**src/rtl/contador_mod_n_if.sv**
```systemverilog
// Bus bundle for contador_mod_n.
//   master: drives enable/load/up_down/entrada/compare, observes the count side
//   slave : the counter itself
//   enable   count enable           load    synchronous parallel load
//   up_down  1 = up, 0 = down       entrada load value
//   compare  match reference        contador current count
//   tc       terminal count (comb)  wrap    one-cycle boundary wrap pulse
//   sat      blocked-at-boundary    match   contador == compare (registered)
interface contador_mod_n_if #(
  parameter int WIDTH = 8
) ();
  logic             enable;
  logic             load;
  logic             up_down;
  logic [WIDTH-1:0] entrada;
  logic [WIDTH-1:0] compare;
  logic [WIDTH-1:0] contador;
  logic             tc;
  logic             wrap;
  logic             sat;
  logic             match;

  modport master (
    output enable, load, up_down, entrada, compare,
    input  contador, tc, wrap, sat, match
  );

  modport slave (
    input  enable, load, up_down, entrada, compare,
    output contador, tc, wrap, sat, match
  );
endinterface

```
**src/rtl/contador_mod_n.sv**
```systemverilog
// contador_mod_n: modulo-(MAX+1) up/down counter with wrap or saturate mode.
//   clock  rising-edge clock
//   reset  synchronous, active-high
//   bus    contador_mod_n_if.slave (enable, load, up_down, entrada, compare
//          in; contador, tc, wrap, sat, match out)
// Priority per edge: reset > load > enable count > hold.
// tc is combinational so a following stage can use it as its enable in the
// same cycle (two WIDTH=4/MAX=9 stages give a 2-digit BCD counter).
module contador_mod_n #(
  parameter int          WIDTH    = 8,
  parameter int unsigned MAX      = 2**WIDTH - 1,
  parameter bit          SATURATE = 1'b0
) (
  input logic             clock,
  input logic             reset,
  contador_mod_n_if.slave bus
);

  if (WIDTH < 2 || MAX < 1 || MAX > 2**WIDTH - 1) begin : g_bad_param
    $error("contador_mod_n: illegal WIDTH/MAX combination");
  end

  localparam logic [WIDTH-1:0] MAXV = MAX[WIDTH-1:0];
  localparam logic [WIDTH-1:0] ONE  = {{(WIDTH-1){1'b0}}, 1'b1};

  logic [WIDTH-1:0] cnt_q, cnt_nxt;
  logic             wrap_q, wrap_nxt;
  logic             sat_q, sat_nxt;
  logic             match_q;
  logic             at_max, at_zero;

  assign at_max  = (cnt_q == MAXV);
  assign at_zero = (cnt_q == '0);

  // Next state for the non-reset case; reset is applied in the register.
  always_comb begin
    cnt_nxt  = cnt_q;
    wrap_nxt = 1'b0;
    sat_nxt  = sat_q;     // sat holds while idle
    if (bus.load) begin
      cnt_nxt = (bus.entrada > MAXV) ? MAXV : bus.entrada;
      sat_nxt = 1'b0;
    end else if (bus.enable) begin
      if (bus.up_down) begin
        if (!at_max) begin
          cnt_nxt = cnt_q + ONE;
          sat_nxt = 1'b0;
        end else if (!SATURATE) begin
          cnt_nxt  = '0;
          wrap_nxt = 1'b1;
          sat_nxt  = 1'b0;
        end else begin
          sat_nxt = 1'b1;   // blocked at the top
        end
      end else begin
        if (!at_zero) begin
          cnt_nxt = cnt_q - ONE;
          sat_nxt = 1'b0;
        end else if (!SATURATE) begin
          cnt_nxt  = MAXV;
          wrap_nxt = 1'b1;
          sat_nxt  = 1'b0;
        end else begin
          sat_nxt = 1'b1;   // blocked at the bottom
        end
      end
    end
  end

  // match is taken from the next-state count so it lines up with contador.
  always_ff @(posedge clock) begin
    if (reset) begin
      cnt_q   <= '0;
      wrap_q  <= 1'b0;
      sat_q   <= 1'b0;
      match_q <= (bus.compare == '0);
    end else begin
      cnt_q   <= cnt_nxt;
      wrap_q  <= wrap_nxt;
      sat_q   <= sat_nxt;
      match_q <= (cnt_nxt == bus.compare);
    end
  end

  assign bus.contador = cnt_q;
  assign bus.wrap     = wrap_q;
  assign bus.sat      = sat_q;
  assign bus.match    = match_q;
  assign bus.tc       = bus.enable & ~bus.load & ~reset &
                        ((bus.up_down & at_max) | (~bus.up_down & at_zero));

endmodule

```
**src/flat_wrapper.sv**
```systemverilog
// flat-port wrapper written by rule: the top's interface ports become plain ports
module contador_mod_n_flat 
#(
  parameter int          WIDTH    = 8,
  parameter int unsigned MAX      = 2**WIDTH - 1,
  parameter bit          SATURATE = 1'b0
)
  (clock, reset, bus_enable, bus_load, bus_up_down, bus_entrada, bus_compare, bus_contador, bus_tc, bus_wrap, bus_sat, bus_match);
  contador_mod_n_if #(.WIDTH(WIDTH)) bus_i ();
  input logic clock;
  input logic reset;
  input wire logic [$bits(bus_i.enable)-1:0] bus_enable;
  input wire logic [$bits(bus_i.load)-1:0] bus_load;
  input wire logic [$bits(bus_i.up_down)-1:0] bus_up_down;
  input wire logic [$bits(bus_i.entrada)-1:0] bus_entrada;
  input wire logic [$bits(bus_i.compare)-1:0] bus_compare;
  output wire logic [$bits(bus_i.contador)-1:0] bus_contador;
  output wire logic [$bits(bus_i.tc)-1:0] bus_tc;
  output wire logic [$bits(bus_i.wrap)-1:0] bus_wrap;
  output wire logic [$bits(bus_i.sat)-1:0] bus_sat;
  output wire logic [$bits(bus_i.match)-1:0] bus_match;
  assign bus_i.enable = bus_enable;
  assign bus_i.load = bus_load;
  assign bus_i.up_down = bus_up_down;
  assign bus_i.entrada = bus_entrada;
  assign bus_i.compare = bus_compare;
  assign bus_contador = bus_i.contador;
  assign bus_tc = bus_i.tc;
  assign bus_wrap = bus_i.wrap;
  assign bus_sat = bus_i.sat;
  assign bus_match = bus_i.match;
  contador_mod_n #(.WIDTH(WIDTH), .MAX(MAX), .SATURATE(SATURATE)) u_core (.clock(clock), .reset(reset), .bus(bus_i));
endmodule
```
**config.mk**
```make
export PLATFORM = sky130hd
export DESIGN_NAME = contador_mod_n_flat
export DESIGN_NICKNAME = d
export VERILOG_FILES = /design/src/rtl/contador_mod_n_if.sv /design/src/rtl/contador_mod_n.sv /design/src/flat_wrapper.sv
export SDC_FILE = /design/constraint.sdc
export NUM_CORES = 1
export LEC_CHECK = 0
export CAP_MARGIN = 40
export CORE_MARGIN = 2
export CORE_UTILIZATION = 50
export DETAILED_ROUTE_END_ITERATION = 10
export GPL_TIMING_DRIVEN = 0
export PLACE_DENSITY = 0.92
export SLEW_MARGIN = 5
export SYNTH_ARGS = -nofsm -noshare
export SYNTH_HDL_FRONTEND = slang
export SYNTH_SLANG_ARGS = --single-unit
```
**constraint.sdc**
```tcl
create_clock -name clock -period 2.4 [get_ports clock]
set_input_delay 0.36 -clock clock [delete_from_list [all_inputs] [get_ports clock]]
set_output_delay 0.36 -clock clock [all_outputs]
set_load 0.02 [all_outputs]
```
==> impl_metrics.env <==
export IMPL_fin_ws_ns=0.0768
export IMPL_switchingPower_w=0.000290
export IMPL_worstHoldPathCells=4
export IMPL_postRouteAntennaNets=0
export IMPL_io_pins=33
export IMPL_dpl_worst_slack_ns=-0.361
export IMPL_die_w_um=55.8
export IMPL_regArea_um2=209
export IMPL_n_antenna_cell=0
export IMPL_grt_pass1_vias=1412
export IMPL_cp_end_kind="register"
export IMPL_power_density_nw_per_um2=386
export IMPL_synth_warning_count=0
export IMPL_hp_class="primary input to register"
export IMPL_initial_core_util_pct=53.7
export IMPL_slew_headroom_pct=63.0
export IMPL_clock_root_buffer="clkbuf_4"
export IMPL_grt_first_pass_wirelength_mm=6.71
export IMPL_netlist_cell_type_count=50
export IMPL_clkLatencyLatePin_ns=0.27
export IMPL_synth_fa_ha_area_share_pct=2.80
export IMPL_hold_violations=0
export IMPL_place_inst=238
export IMPL_slew_violations=0
export IMPL_final_nets=242
export IMPL_finalSetupViolCount=0
export IMPL_clock_power_share_pct=16.8
export IMPL_internal_power_w=0.000409
export IMPL_syn_area_um2=1340
export IMPL_num_vias=1635
export IMPL_status="finished, final reports clean"
export IMPL_synth_top_family_by_area="simple AND/OR/NAND/NOR gates"
export IMPL_timing_final_crit_share_pct=96.8
export IMPL_tightest_slew_ns=0.555
export IMPL_reg2regPathDepth=9
export IMPL_synth_xor_area_share_pct=9.79
export IMPL_port_buffers=29
export IMPL_antenna_found_initial=0
export IMPL_hold_start="bus_compare[6]"
export IMPL_dpl_cell_area_um2=1670
export IMPL_finalCriticalPeriod_ns=2.32
export IMPL_critPathMaxFanout=8
export IMPL_syn_avg_cell_area_um2=7.50
export IMPL_clock_path_buffers=2
export IMPL_first_pass_iters=6
export IMPL_synth_compound_area_share_pct=28.5
export IMPL_nFillCells=166
export IMPL_place_congestion=1.07
export IMPL_post_drt_wl_per_cell_um=19.2
export IMPL_vdd_ir_drop_max_v=0.000463
export IMPL_drc=0
export IMPL_rsz0062_at_grt="no"
export IMPL_cp_start_kind="register"
export IMPL_rrSetupSlack_ns=0.08
export IMPL_layout_drive_gt1_share_pct=19.4
export IMPL_fp_dieArea_um2=3120
export IMPL_syn_inst=179
export IMPL_setup_tns_ns=0
export IMPL_maxCapViolCount=0
export IMPL_first_iter_violations=75
export IMPL_synthMuxAreaShare_pct=3.08
export IMPL_required_ns=2.58
export IMPL_swShare_pct=41.4
export IMPL_overflow=0
export IMPL_p_leak_nw=0.634
export IMPL_num_rows=18
export IMPL_crit_reg2reg_launch="u_core.bus.contador[5]$_SDFF_PP0_"
export IMPL_cts_buffers_inserted=3
export IMPL_ys_async_sr_fraction_pct=0
export IMPL_combPwrFrac_pct=54.4
export IMPL_synth_seq_area_share_pct=14.9
export IMPL_grt_use_total_pct=27.0
export IMPL_grt_max_degree=11
export IMPL_die_y_um=55.8
export IMPL_yosys_area_share_simple_pct=32.2
export IMPL_skew_ns=0.00714
export IMPL_layoutNonFillerInstCount=246
export IMPL_htreeDepth=1
export IMPL_ys_seq_elements=10
export IMPL_min_to="u_core.bus.match$_DFF_P_"
export IMPL_r2r_end="u_core.bus.match$_DFF_P_"
export IMPL_area_delta_synth_final_pct=34.8
export IMPL_coreArea_um2=2500
export IMPL_clkSlewWorstSetupHoldPaths_ns=0.07
export IMPL_dominantRegCellSynth="dfxtp_1"
export IMPL_final_cell_area_um2=1810
export IMPL_postSynthNetCount=203
export IMPL_synth_edf_count=0
export IMPL_max_freq_mhz=430
export IMPL_routed_wl_mm=4.71
export IMPL_p_seq_share_pct=28.8
export IMPL_crit_type="register to register"
export IMPL_routed_via_density=6.65
export IMPL_arrival_ns=2.51
export IMPL_cts_sinks=10
export IMPL_multiInputGateArea_um2=1100
export IMPL_cts_tree="done"
export IMPL_dp_final_hpwl_mm=3.17
[layout by cell type, fill, tap and decap left out, types with 5 or more instances in the layout]
cell type / count
a21oi_1: 9
xor2_1: 6
clkbuf_1: 7
nand2_1: 9
nor3_1: 7
nor4_1: 5
dfxtp_1: 5
nor2_1: 19
buf_4: 8
clkdlybuf4s50_1: 27
inv_1: 10
a31oi_1: 6
nand3_1: 8
nand4_1: 5
xnor2_1: 8
[through the flow]
| step | hold WS [ns] | utilization (%) | total power (W) |
|---|---|---|---|
| 5_1_grt | 0.739 | 72.4 | 0.000726 |
| 4_1_cts | 0.659 | 69.0 | 0.000655 |
| 2_1_floorplan | 0.500 | - | 0.000422 |
| 3_3_place_gp | 0.771 | 66.8 | 0.000525 |
| 6_report | 0.671 | 72.4 | 0.000699 |
| 3_5_place_dp | 0.776 | 66.8 | 0.000532 |
[worst max-delay path, stage by stage, from the launching register on]
cell,delay (ns)
dfxtp_2,0.38
nor4_4,0.35
buf_4,0.23
a31oi_4,0.13
buf_4,0.19
a2111oi_4,0.32
a21oi_2,0.09
a21oi_1,0.18
o21ai_1,0.09
o31ai_2,0.29
[registers in the layout, indices dropped and copies added (netlist names)]
name and cells:
u_core.bus.wrap 1, u_core.bus.match 1, u_core.bus.contador 8
[synth_stat cells (2+ instances only)]
library cell	number	share of area, %
a31oi_1	6	2.8
nand3_1	8	3.0
ha_1	3	2.8
o31ai_1	3	1.7
dfxtp_1	10	15
o22ai_1	3	1.4
a21o_1	2	1.1
and3_1	3	1.4
inv_1	10	2.8
o21ai_0	2	0.75
xnor2_1	9	5.9
nand2b_1	3	1.4
nand2_1	9	2.5
clkbuf_1	7	2.0
nor3_1	7	2.6
nor4_1	6	2.8
nand4b_1	2	1.3
a221oi_2	3	3.4
a211oi_1	4	2.2
mux2i_1	3	2.2
or3_4	2	1.7
nor4b_1	2	1.3
xor2_1	6	3.9
buf_2	4	1.5
nor3b_1	2	1.1
buf_6	2	1.7
nand4_1	5	2.3
o21ai_1	2	0.75
a221oi_1	3	2.0
nor2_1	20	5.6
a21oi_1	9	3.4
[cells by family (layout without fill, tap and decap cells)]
logic type               Yosys count  count (layout)
AND/OR/NAND/NOR                   76              76
AO/OA/AOI/OAI                     46              46
other                              1               1
multiplexers                       4               4
adder cells (fa/ha/maj)            3               3
buffers and inverters             24              61
flip-flops                        10              10
XOR/XNOR                          15              15
[power by group through the flow]
stage	registers [W]	clock network (W)	logic (W)
2_1_floorplan	0.000211	0	0.000210
3_3_place_gp	0.000202	0	0.000323
3_5_place_dp	0.000202	0	0.000330
4_1_cts	0.000199	0.000114	0.000342
5_1_grt	0.000202	0.000124	0.000400
6_report	0.000201	0.000117	0.000380
[what timing repair did]
action | 4_1_cts | 5_1_grt
pin swaps | 1 | 5
gates resized for setup | 9 | 16
setup buffers | 1 | 4
hold buffers | 0 | 0
endpoints found under the setup margin | 2 | 2
gates cloned | 0 | 0
[routing by layer]
metal	routed length (µm)	GRT usage, %
met5	0	0
met4	183	13.9
met3	375	2.33
met2	2280	45.1
met1	1880	34.6
[how the worst max path moves through the flow]
stage | startpoint | endpoint | depth (start not counted)
detailed placement | bus_up_down | bus_tc | 6
finish | u_core.bus.contador[5]$_SDFF_PP0_ | u_core.bus.match$_DFF_P_ | 9
CTS | u_core.bus.contador[1]$_SDFF_PP0_ | u_core.bus.match$_DFF_P_ | 10
global placement | bus_up_down | bus_tc | 6
floorplan | u_core.bus.contador[0]$_SDFF_PP0_ | u_core.bus.match$_DFF_P_ | 9
global route | u_core.bus.contador[1]$_SDFF_PP0_ | u_core.bus.match$_DFF_P_ | 8
[layout make-up]
class	instances	share of cell area (%)
multi-input cells	145	60.6
repair buffers	34	17.8
flip-flops and latches	10	11.5
plain buffers	14	4.63
inverters	10	2.07
well taps	30	2.07
clock buffers	3	1.24
Note: power is estimated with default switching activity, not from simulation.
